[config.mk]
export PLATFORM = sky130hd
export DESIGN_NAME = mc_controller_hs
export DESIGN_NICKNAME = d
export VERILOG_FILES = /design/src/rtl/mc_controller_hs.sv
export SDC_FILE = /design/constraint.sdc
export NUM_CORES = 1
export LEC_CHECK = 0
export CORE_MARGIN = 2
export CORE_UTILIZATION = 24
export DETAILED_ROUTE_END_ITERATION = 10
export PLACE_DENSITY = 0.58
export REMOVE_ABC_BUFFERS = 1
export SYNTH_ARGS = -nofsm -noshare
export SYNTH_HDL_FRONTEND = slang
export SYNTH_SLANG_ARGS = --single-unit
[constraint.sdc]
create_clock -name clk_i -period 1.9 [get_ports clk_i]
set_input_delay 0.285 -clock clk_i [delete_from_list [all_inputs] [get_ports clk_i]]
set_output_delay 0.285 -clock clk_i [all_outputs]
set_load 0.005 [all_outputs]
[src/rtl/mc_controller_hs.sv]
// Multicycle MIPS control unit with memory ready/request handshake.
// Moore decode of the datapath FSM; PC/IR write enables gated by handshake or zero flag.
//
// state  | meaning
// FETCH  | read instruction, PC+4, wait for memory ready
// DECODE | register read, branch target precompute, opcode dispatch
// MEMADR | effective address for LW/SW
// MEMRD  | data read, wait for memory ready
// MEMWB  | load result to rt
// MEMWR  | data write held until memory ready
// EXEC   | R-type ALU operation
// ALUWB  | R-type result to rd
// BEQ    | compare, branch when equal
// ADDIEX | immediate add
// ADDIWB | immediate result to rt
// JUMP   | load jump target into PC
// BNE    | compare, branch when not equal
// TRAP   | illegal instruction, held until reset
module mc_controller_hs #(
    parameter bit MEM_WAIT_EN = 1'b1,
    parameter bit EXT_OPS_EN  = 1'b1
) (
    input  logic       clk_i,
    input  logic       reset_i,
    input  logic [5:0] op_i6,
    input  logic [5:0] funct_i6,
    input  logic       zero_i,
    input  logic       mem_ready_i,
    output logic       mem_req_o,
    output logic       enable_wmem_o,
    output logic       pc_we_o,
    output logic [1:0] pc_branch_o2,
    output logic       instr_or_data_o,
    output logic       instr_we_o,
    output logic       reg_dst_rtrd_o,
    output logic       mem_to_reg_o,
    output logic       enable_wrf_o,
    output logic       a_alu_input_o,
    output logic [1:0] b_alu_input_o2,
    output logic [2:0] alu_ctrl_o3,
    output logic       illegal_o,
    output logic [3:0] state_o4
);
    typedef enum logic [3:0] {
        S_FETCH  = 4'd0,  S_DECODE = 4'd1,  S_MEMADR = 4'd2,  S_MEMRD  = 4'd3,
        S_MEMWB  = 4'd4,  S_MEMWR  = 4'd5,  S_EXEC   = 4'd6,  S_ALUWB  = 4'd7,
        S_BEQ    = 4'd8,  S_ADDIEX = 4'd9,  S_ADDIWB = 4'd10, S_JUMP   = 4'd11,
        S_BNE    = 4'd12, S_TRAP   = 4'd13
    } state_t;

    localparam logic [5:0] OP_R    = 6'b000000;
    localparam logic [5:0] OP_LW   = 6'b100011;
    localparam logic [5:0] OP_SW   = 6'b101011;
    localparam logic [5:0] OP_BEQ  = 6'b000100;
    localparam logic [5:0] OP_BNE  = 6'b000101;
    localparam logic [5:0] OP_ADDI = 6'b001000;
    localparam logic [5:0] OP_J    = 6'b000010;

    localparam logic [2:0] ALU_ADD = 3'b010;
    localparam logic [2:0] ALU_SUB = 3'b110;
    localparam logic [2:0] ALU_AND = 3'b000;
    localparam logic [2:0] ALU_OR  = 3'b001;
    localparam logic [2:0] ALU_SLT = 3'b111;

    state_t state, state_nx;
    logic   ready;
    logic   funct_ok;
    logic [2:0] funct_alu;
    logic   mem_req, wmem, pc_we, instr_we, wrf, illegal;

    assign ready = MEM_WAIT_EN ? mem_ready_i : 1'b1;

    always_comb begin
        funct_ok  = 1'b1;
        funct_alu = ALU_ADD;
        case (funct_i6)
            6'b100000: funct_alu = ALU_ADD;
            6'b100010: funct_alu = ALU_SUB;
            6'b100100: funct_alu = ALU_AND;
            6'b100101: funct_alu = ALU_OR;
            6'b101010: funct_alu = ALU_SLT;
            default:   funct_ok  = 1'b0;
        endcase
    end

    always_ff @(posedge clk_i or negedge reset_i) begin
        if (!reset_i) state <= S_FETCH;
        else          state <= state_nx;
    end

    always_comb begin
        state_nx        = state;
        mem_req         = 1'b0;
        wmem            = 1'b0;
        pc_we           = 1'b0;
        instr_we        = 1'b0;
        wrf             = 1'b0;
        illegal         = 1'b0;
        pc_branch_o2    = 2'b00;
        instr_or_data_o = 1'b0;
        reg_dst_rtrd_o  = 1'b0;
        mem_to_reg_o    = 1'b0;
        a_alu_input_o   = 1'b0;
        b_alu_input_o2  = 2'b00;
        alu_ctrl_o3     = ALU_ADD;
        case (state)
            S_FETCH: begin
                mem_req        = 1'b1;
                b_alu_input_o2 = 2'b01;
                instr_we       = ready;
                pc_we          = ready;
                if (ready) state_nx = S_DECODE;
            end
            S_DECODE: begin
                b_alu_input_o2 = 2'b11;
                if (op_i6 == OP_LW || op_i6 == OP_SW)       state_nx = S_MEMADR;
                else if (op_i6 == OP_R)                     state_nx = funct_ok ? S_EXEC : S_TRAP;
                else if (op_i6 == OP_BEQ)                   state_nx = S_BEQ;
                else if (EXT_OPS_EN && op_i6 == OP_ADDI)    state_nx = S_ADDIEX;
                else if (EXT_OPS_EN && op_i6 == OP_J)       state_nx = S_JUMP;
                else if (EXT_OPS_EN && op_i6 == OP_BNE)     state_nx = S_BNE;
                else                                        state_nx = S_TRAP;
            end
            S_MEMADR: begin
                a_alu_input_o  = 1'b1;
                b_alu_input_o2 = 2'b10;
                state_nx       = (op_i6 == OP_LW) ? S_MEMRD : S_MEMWR;
            end
            S_MEMRD: begin
                mem_req         = 1'b1;
                instr_or_data_o = 1'b1;
                if (ready) state_nx = S_MEMWB;
            end
            S_MEMWB: begin
                mem_to_reg_o = 1'b1;
                wrf          = 1'b1;
                state_nx     = S_FETCH;
            end
            S_MEMWR: begin
                mem_req         = 1'b1;
                instr_or_data_o = 1'b1;
                wmem            = 1'b1;
                if (ready) state_nx = S_FETCH;
            end
            S_EXEC: begin
                a_alu_input_o = 1'b1;
                alu_ctrl_o3   = funct_alu;
                state_nx      = S_ALUWB;
            end
            S_ALUWB: begin
                reg_dst_rtrd_o = 1'b1;
                wrf            = 1'b1;
                state_nx       = S_FETCH;
            end
            S_BEQ, S_BNE: begin
                a_alu_input_o = 1'b1;
                alu_ctrl_o3   = ALU_SUB;
                pc_branch_o2  = 2'b01;
                pc_we         = (state == S_BEQ) ? zero_i : ~zero_i;
                state_nx      = S_FETCH;
            end
            S_ADDIEX: begin
                a_alu_input_o  = 1'b1;
                b_alu_input_o2 = 2'b10;
                state_nx       = S_ADDIWB;
            end
            S_ADDIWB: begin
                wrf      = 1'b1;
                state_nx = S_FETCH;
            end
            S_JUMP: begin
                pc_branch_o2 = 2'b10;
                pc_we        = 1'b1;
                state_nx     = S_FETCH;
            end
            S_TRAP: begin
                illegal  = 1'b1;
                state_nx = S_TRAP;
            end
            default: state_nx = S_FETCH;
        endcase
    end

    // Reset acts on enables combinationally so FETCH's request is suppressed while held.
    assign mem_req_o     = mem_req  & reset_i;
    assign enable_wmem_o = wmem     & reset_i;
    assign pc_we_o       = pc_we    & reset_i;
    assign instr_we_o    = instr_we & reset_i;
    assign enable_wrf_o  = wrf      & reset_i;
    assign illegal_o     = illegal  & reset_i;
    assign state_o4      = state;
endmodule
==> results of run 1 <==
==> power breakdown <==
group	leakage [uW]	internal (uW)	total (uW)	switching, uW
Sequential	0.0000501	125	181	56.5
Clock	0.0000138	70.7	106	35.3
Combinational	0.000694	733	1270	538
==> how the worst min path moves through the flow <==
stage,end,slack [ns],cells past startpoint
detailed placement,state_o4[1],0.70,2
CTS,state_o4[3],0.50,3
global placement,state_o4[1],0.69,2
floorplan,state_o4[0],-0.01,0
global route,state_o4[2],0.53,3
finish,state_o4[3],0.51,3
==> timing repair <==
item,in CTS,in global routing
pin swaps,1,6
gates resized for setup,11,28
endpoints found under the setup margin,12,13
setup buffers,1,6
==> routing by layer <==
| metal | up-vias | share of wire [%] | track usage [%] |
|---|---|---|---|
| li1 | 473 | - | - |
| met1 | 440 | 45 | 18.8 |
| met2 | 19 | 51 | 24.7 |
| met3 | 2 | 3.9 | 2.81 |
| met4 | 0 | 0.41 | 6.27 |
| met5 | - | 0 | 0 |
==> kinds of logic (layout without fill, tap and decap cells) <==
family / after synthesis / after routing / share of synthesized area [%]
simple gates: 50 / 50 / 44.1
mux: 2 / 2 / 3.35
xor+xnor: 2 / 2 / 2.76
flops: 4 / 4 / 15.7
buf+inv: 7 / 77 / 4.33
compound gates: 23 / 23 / 29.7
==> cell usage in the layout (no fill, tap or decap), types with 3 or more instances in the layout <==
master,instances
nor2b_1,3
nor3_1,5
dfrtp_1,3
o21ai_1,3
nand2_1,10
clkdlybuf4s50_1,17
dlymetal6s2s_1,13
clkbuf_4,3
nor2_1,8
buf_4,31
a21oi_1,4
buf_6,4
dlygate4sd2_1,5
==> area by class of cell <==
class	instances	area (um2)
Fill cell	225	1100
Timing Repair Buffer	71	659
Multi-Input combinational cell	77	566
Sequential cell	4	101
Tap cell	30	37.5
Clock buffer	3	22.5
Inverter	3	11.3
==> metrics by stage <==
| stage | power (uW) | hold slack, ns | TNS [ns] | util (%) | setup WS (ns) |
|---|---|---|---|---|---|
| 2_1_floorplan | 652 | -0.0106 | 0 | - | 0.300 |
| 3_3_place_gp | 1300 | 0.693 | -0.767 | 49.1 | -0.195 |
| 3_5_place_dp | 1300 | 0.701 | -0.916 | 49.1 | -0.219 |
| 4_1_cts | 1410 | 0.505 | -0.929 | 50.7 | -0.205 |
| 5_1_grt | 1680 | 0.531 | -0.392 | 55.9 | -0.236 |
| 6_report | 1560 | 0.511 | -0.204 | 55.9 | -0.126 |
==> critical path, stage by stage (launching register included) <==
cell	delay, ns
dfrtp_1	0.42
nor2b_2	0.21
buf_4	0.13
nand3_1	0.06
o21ai_1	0.06
and2_1	0.13
clkdlybuf4s50_1	0.49
==> synth_stat cells, types with 2 or more instances <==
cell type / number / area share (%)
clkbuf_1: 2 / 1.2
nor3_1: 5 / 3.9
nor2_1: 10 / 5.9
nand2_1: 10 / 5.9
xnor2_1: 2 / 2.8
nor4_1: 2 / 2.0
o31ai_1: 2 / 2.4
nand3_1: 2 / 1.6
a21o_1: 2 / 2.4
nor3b_1: 2 / 2.4
nor2b_1: 4 / 3.9
dfrtp_1: 4 / 16
o211ai_1: 2 / 2.4
o21ai_0: 2 / 1.6
nand2b_1: 4 / 3.9
and2_1: 2 / 2.0
a21oi_1: 4 / 3.1
==> flow_results.xml, run 1 <==
<?xml version="1.0" encoding="UTF-8"?>
<metrics>
  <group name="placement">
    <metric name="numPortBuffers" unit="">36</metric>
    <metric name="post-place-cells" unit="">178</metric>
    <metric name="routability_congestion" unit="">0.823</metric>
    <metric name="place_area" unit="um2">1230</metric>
    <metric name="place_hpwl" unit="um">1850</metric>
  </group>
  <group name="detailed_routing">
    <metric name="ant_nets" unit="">0</metric>
    <metric name="via_per_inst" unit="">4.97</metric>
    <metric name="routed_wirelength" unit="um">2450</metric>
    <metric name="drt_first_pass_iters" unit="">4</metric>
    <metric name="count_of_routing_violations_after_the_opening_detailed_route_iteration" unit="">9</metric>
    <metric name="vias" unit="">934</metric>
    <metric name="post-route-drc-count" unit="">0</metric>
    <metric name="wl_per_cell" unit="um">13.0</metric>
  </group>
  <group name="worst_setup_path">
    <metric name="criticalPathCategory" unit="">register to output port</metric>
    <metric name="worst_setup_path_end_kind" unit="">output port</metric>
    <metric name="crit_arrival" unit="ns">1.74</metric>
    <metric name="crit_end" unit="">enable_wrf_o</metric>
    <metric name="startpoint_type" unit="">register</metric>
    <metric name="cp.required" unit="ns">1.62</metric>
    <metric name="crit-reg2reg-capture" unit="">state_o4[2]</metric>
    <metric name="rr_worst_depth" unit="">6</metric>
    <metric name="rrSetupSlack" unit="ns">0.41</metric>
    <metric name="reg2reg_from" unit="">state_o4[0]</metric>
    <metric name="critPathLaunch" unit="">state_o4[2]</metric>
    <metric name="crit_path_max_fanout" unit="">3</metric>
  </group>
  <group name="timing">
    <metric name="setup_viol" unit="">2</metric>
    <metric name="skew_final" unit="ns">0.00255</metric>
    <metric name="worst_slew_pin_slew" unit="ns">0.330</metric>
    <metric name="max_slew_margin" unit="%">78.0</metric>
    <metric name="report.final.hold_viol_count" unit="">0</metric>
    <metric name="maxClockFrequency" unit="GHz">0.494</metric>
    <metric name="post-route-min-period" unit="ns">2.03</metric>
    <metric name="count_of_pins_over_their_slew_limit" unit="">0</metric>
    <metric name="grt_setup_unrepaired" unit="">true</metric>
    <metric name="timing.final.ws_setup" unit="ns">-0.126</metric>
    <metric name="timing.final.crit_share" unit="%">107</metric>
  </group>
  <group name="global_route">
    <metric name="grt_antenna_before_repair" unit="">0</metric>
    <metric name="grt_max_degree" unit="">13</metric>
    <metric name="grt_first_pass_wirelength" unit="um">3710</metric>
    <metric name="grt_usage" unit="%">14.9</metric>
    <metric name="globalRouteOverflowTotal" unit="">0</metric>
    <metric name="grt_pass1_vias" unit="">860</metric>
  </group>
  <group name="status">
    <metric name="status" unit="">finished, violations left</metric>
    <metric name="failing_checks" unit="">negative setup slack</metric>
  </group>
  <group name="clock_network">
    <metric name="numCtsBuffers" unit="">3</metric>
    <metric name="cts-hold-fix-buffers" unit="">0</metric>
    <metric name="path_clk_slew" unit="ns">0.04</metric>
    <metric name="clockBufferDepth" unit="">2</metric>
    <metric name="cts_root_buffer" unit="">clkbuf_4</metric>
    <metric name="worst_skew_pair.late_latency" unit="ns">0.23</metric>
    <metric name="cts-htree-levels" unit="">1</metric>
    <metric name="cts_num_sinks" unit="">4</metric>
    <metric name="tritoncts" unit="">built</metric>
  </group>
  <group name="floorplanning">
    <metric name="floorplan.io_pins" unit="">37</metric>
    <metric name="die_area" unit="um2">3080</metric>
    <metric name="effective_utilization_at_floorplan" unit="%">25.4</metric>
    <metric name="rows" unit="">18</metric>
    <metric name="die_w" unit="um">55.5</metric>
    <metric name="die_height" unit="um">55.5</metric>
    <metric name="core" unit="um2">2500</metric>
  </group>
  <group name="final_layout">
    <metric name="final_design_area_no_fill" unit="um2">1400</metric>
    <metric name="drive_above_1_share" unit="%">36.1</metric>
    <metric name="antenna_cells" unit="">0</metric>
    <metric name="finish.net_count" unit="">176</metric>
    <metric name="number_of_flip_flops_in_the_largest_register" unit="">4</metric>
    <metric name="layout.cells.non_filler" unit="">188</metric>
    <metric name="area.growth.synth_to_final" unit="%">120</metric>
  </group>
  <group name="power">
    <metric name="power_density" unit="nW/um2">1120</metric>
    <metric name="ir_worst_vdd" unit="mV">0.781</metric>
    <metric name="power.static_leakage" unit="uW">0.000758</metric>
  </group>
  <group name="synthesis">
    <metric name="postSynth.asyncResetShare" unit="%">100</metric>
    <metric name="synth.yosys.seq_area_share" unit="%">15.7</metric>
    <metric name="synth_edf_count" unit="">0</metric>
    <metric name="synth_cell_type_count" unit="">44</metric>
    <metric name="ys.warnings.count" unit="">0</metric>
    <metric name="postSynthRegisterBits" unit="">4</metric>
    <metric name="synthFlopType" unit="">dfrtp_1</metric>
    <metric name="postSynthAreaPerCell" unit="um2">7.22</metric>
    <metric name="post_synth_inst_count" unit="">88</metric>
    <metric name="netlist_area" unit="um2">636</metric>
  </group>
  <group name="hold_path">
    <metric name="timing.hold.worst.class" unit="">input pin to asynchronous set/reset pin</metric>
  </group>
  <group name="job">
    <metric name="max_cap_viol_count" unit="">0</metric>
  </group>
</metrics>
No activity file was read; power rests on OpenSTA's default activity.
==> run 2: changes to the inputs <==
--- a/config.mk
+++ b/config.mk
@@ -8,7 +8,8 @@
 export CORE_MARGIN = 2
 export CORE_UTILIZATION = 24
 export DETAILED_ROUTE_END_ITERATION = 10
-export PLACE_DENSITY = 0.58
+export DONT_BUFFER_PORTS = 1
+export PLACE_DENSITY = 0.4
 export REMOVE_ABC_BUFFERS = 1
 export SYNTH_ARGS = -nofsm -noshare
 export SYNTH_HDL_FRONTEND = slang
==> constraint.sdc (replaced) <==
create_clock -name clk_i -period 2.3 [get_ports clk_i]
set_input_delay 0.345 -clock clk_i [delete_from_list [all_inputs] [get_ports clk_i]]
set_output_delay 0.345 -clock clk_i [all_outputs]
set_load 0.005 [all_outputs]
==> flow_results.xml, run 2 (synthesis gave the netlist of run 1 again) <==
<?xml version="1.0" encoding="UTF-8"?>
<metrics>
  <group name="status">
    <metric name="status" unit="">completed</metric>
  </group>
  <group name="floorplanning">
    <metric name="effective_utilization_at_floorplan" unit="%">25.4</metric>
    <metric name="rows" unit="">18</metric>
    <metric name="core" unit="um2">2500</metric>
    <metric name="floorplan.io_pins" unit="">37</metric>
    <metric name="die_area" unit="um2">3080</metric>
    <metric name="die_w" unit="um">55.5</metric>
    <metric name="die_height" unit="um">55.5</metric>
  </group>
  <group name="placement">
    <metric name="place_area" unit="um2">687</metric>
    <metric name="routability_congestion" unit="">0.722</metric>
    <metric name="numPortBuffers" unit="">0</metric>
    <metric name="place_hpwl" unit="um">1580</metric>
  </group>
  <group name="worst_setup_path">
    <metric name="worst_setup_path_end_kind" unit="">output port</metric>
    <metric name="crit_path_max_fanout" unit="">11</metric>
    <metric name="cp.required" unit="ns">1.96</metric>
    <metric name="crit_arrival" unit="ns">1.74</metric>
    <metric name="criticalPathCategory" unit="">register to output port</metric>
    <metric name="startpoint_type" unit="">register</metric>
  </group>
  <group name="timing">
    <metric name="worst_slew_pin_slew" unit="ns">0.488</metric>
    <metric name="whs" unit="ns">0.365</metric>
    <metric name="skew_final" unit="ns">0.000269</metric>
    <metric name="post-route-min-period" unit="ns">2.09</metric>
    <metric name="maxClockFrequency" unit="GHz">0.479</metric>
    <metric name="setup_viol" unit="">0</metric>
    <metric name="count_of_pins_over_their_slew_limit" unit="">0</metric>
    <metric name="report.final.hold_viol_count" unit="">0</metric>
    <metric name="grt_setup_unrepaired" unit="">false</metric>
    <metric name="max_slew_margin" unit="%">67.0</metric>
    <metric name="timing.final.crit_share" unit="%">90.7</metric>
    <metric name="totalNegativeSetupSlack" unit="ns">0</metric>
  </group>
  <group name="job">
    <metric name="max_cap_viol_count" unit="">0</metric>
  </group>
  <group name="detailed_routing">
    <metric name="count_of_routing_violations_after_the_opening_detailed_route_iteration" unit="">18</metric>
    <metric name="drt_first_pass_iters" unit="">4</metric>
    <metric name="ant_nets" unit="">0</metric>
    <metric name="vias" unit="">694</metric>
    <metric name="via_per_inst" unit="">5.69</metric>
    <metric name="post-route-drc-count" unit="">0</metric>
    <metric name="routed_wirelength" unit="um">1980</metric>
    <metric name="wl_per_cell" unit="um">16.3</metric>
  </group>
  <group name="clock_network">
    <metric name="cts-htree-levels" unit="">1</metric>
    <metric name="cts_num_sinks" unit="">4</metric>
    <metric name="clockBufferDepth" unit="">2</metric>
    <metric name="path_clk_slew" unit="ns">0.04</metric>
    <metric name="worst_skew_pair.late_latency" unit="ns">0.23</metric>
    <metric name="numCtsBuffers" unit="">3</metric>
    <metric name="cts_repair_resize_count" unit="">0</metric>
    <metric name="tritoncts" unit="">built</metric>
    <metric name="cts_root_buffer" unit="">clkbuf_4</metric>
  </group>
  <group name="final_layout">
    <metric name="area.growth.synth_to_final" unit="%">13.2</metric>
    <metric name="final_design_area_no_fill" unit="um2">719</metric>
    <metric name="number_of_flip_flops_in_the_largest_register" unit="">4</metric>
    <metric name="layout_common_cells" unit="">nand2_1, nor2_1, nor3_1</metric>
    <metric name="layout.core_utilization" unit="%">28.8</metric>
    <metric name="finish.net_count" unit="">110</metric>
    <metric name="antenna_cells" unit="">0</metric>
    <metric name="drive_above_1_share" unit="%">16.3</metric>
  </group>
  <group name="hold_path">
    <metric name="timing.hold.worst.class" unit="">input pin to register</metric>
  </group>
  <group name="power">
    <metric name="power_density" unit="nW/um2">1090</metric>
    <metric name="ir_worst_vdd" unit="mV">0.504</metric>
    <metric name="power.static_leakage" unit="uW">0.000253</metric>
  </group>
  <group name="global_route">
    <metric name="globalRouteOverflowTotal" unit="">0</metric>
    <metric name="grt_max_degree" unit="">16</metric>
    <metric name="grt_antenna_before_repair" unit="">0</metric>
    <metric name="grt_usage" unit="%">13.3</metric>
    <metric name="grt_first_pass_wirelength" unit="um">3320</metric>
    <metric name="grt_pass1_vias" unit="">707</metric>
  </group>
</metrics>
==> run 2: cell count changes in the layout (fill, tap and decap cells not counted), moves of 2 or more <==
cell / change
buf_4: -27
buf_6: -4
clkdlybuf4s50_1: -17
dlygate4sd2_1: -5
dlymetal6s2s_1: -13
nand2b_1: +2
nand2b_4: -2
nor2_1: +2
o21ai_0: +2
o21ai_1: -2
==> run 2: path summary, 6_finish.rpt <==
path	slack (ns)	cells past startpoint	startpoint	to
setup reg to reg	0.77	4	state_o4[3]	state_o4[2]
max in group asynchronous	1.74	1	reset_i	state_o4[2]
min in group asynchronous	0.39	1	reset_i	state_o4[1]
hold / removal	0.36	3	mem_ready_i	state_o4[2]
hold reg to reg	0.71	2	state_o4[2]	state_o4[1]
setup / recovery	0.21	3	state_o4[3]	alu_ctrl_o3[0]
==> run 2: power by group <==
| group | switching (uW) | internal, uW | total (uW) | leakage [uW] |
|---|---|---|---|---|
| Clock | 27.1 | 58.3 | 85.4 | 0.0000138 |
| Combinational | 333 | 224 | 556 | 0.000188 |
| Sequential | 39.9 | 101 | 141 | 0.0000516 |
==> run 2: layout make-up <==
cell class,count,area (um2)
timing repair buffer,5,40.0
multi-input combinational,77,508
clock buffer,3,22.5
inverter,3,11.3
tap,30,37.5
fill,289,1780
sequential,4,100
==> run 2: what timing repair did <==
action                                 CTS  global route
endpoints found under the hold margin    4             0
buffers inserted                         0             0
setup endpoints to repair                0             0
hold buffers                             1             0
==> run 2: worst max-delay path, cell delays in order (launching register included) <==
cell and delay (ns):
dfrtp_1 0.53, nor2b_1 0.30, nor4bb_1 0.45, nor2b_1 0.23
==> run 2: through the flow <==
stage | cells | total power [uW] | setup slack (ns)
finish | 122 | 783 | 0.214
global route | 122 | 870 | 0.114
CTS | 122 | 793 | 0.219
detailed placement | 118 | 700 | 0.485
global placement | 118 | 697 | 0.516
floorplan | 84 | 539 | 0.640
==> run 2: per-layer routing <==
metal,GRT usage (%),up-vias,wire (um)
li1,-,339,-
met1,17.0,329,892
met2,21.6,24,953
met3,4.45,2,123
met4,3.14,0,13
met5,0,-,0
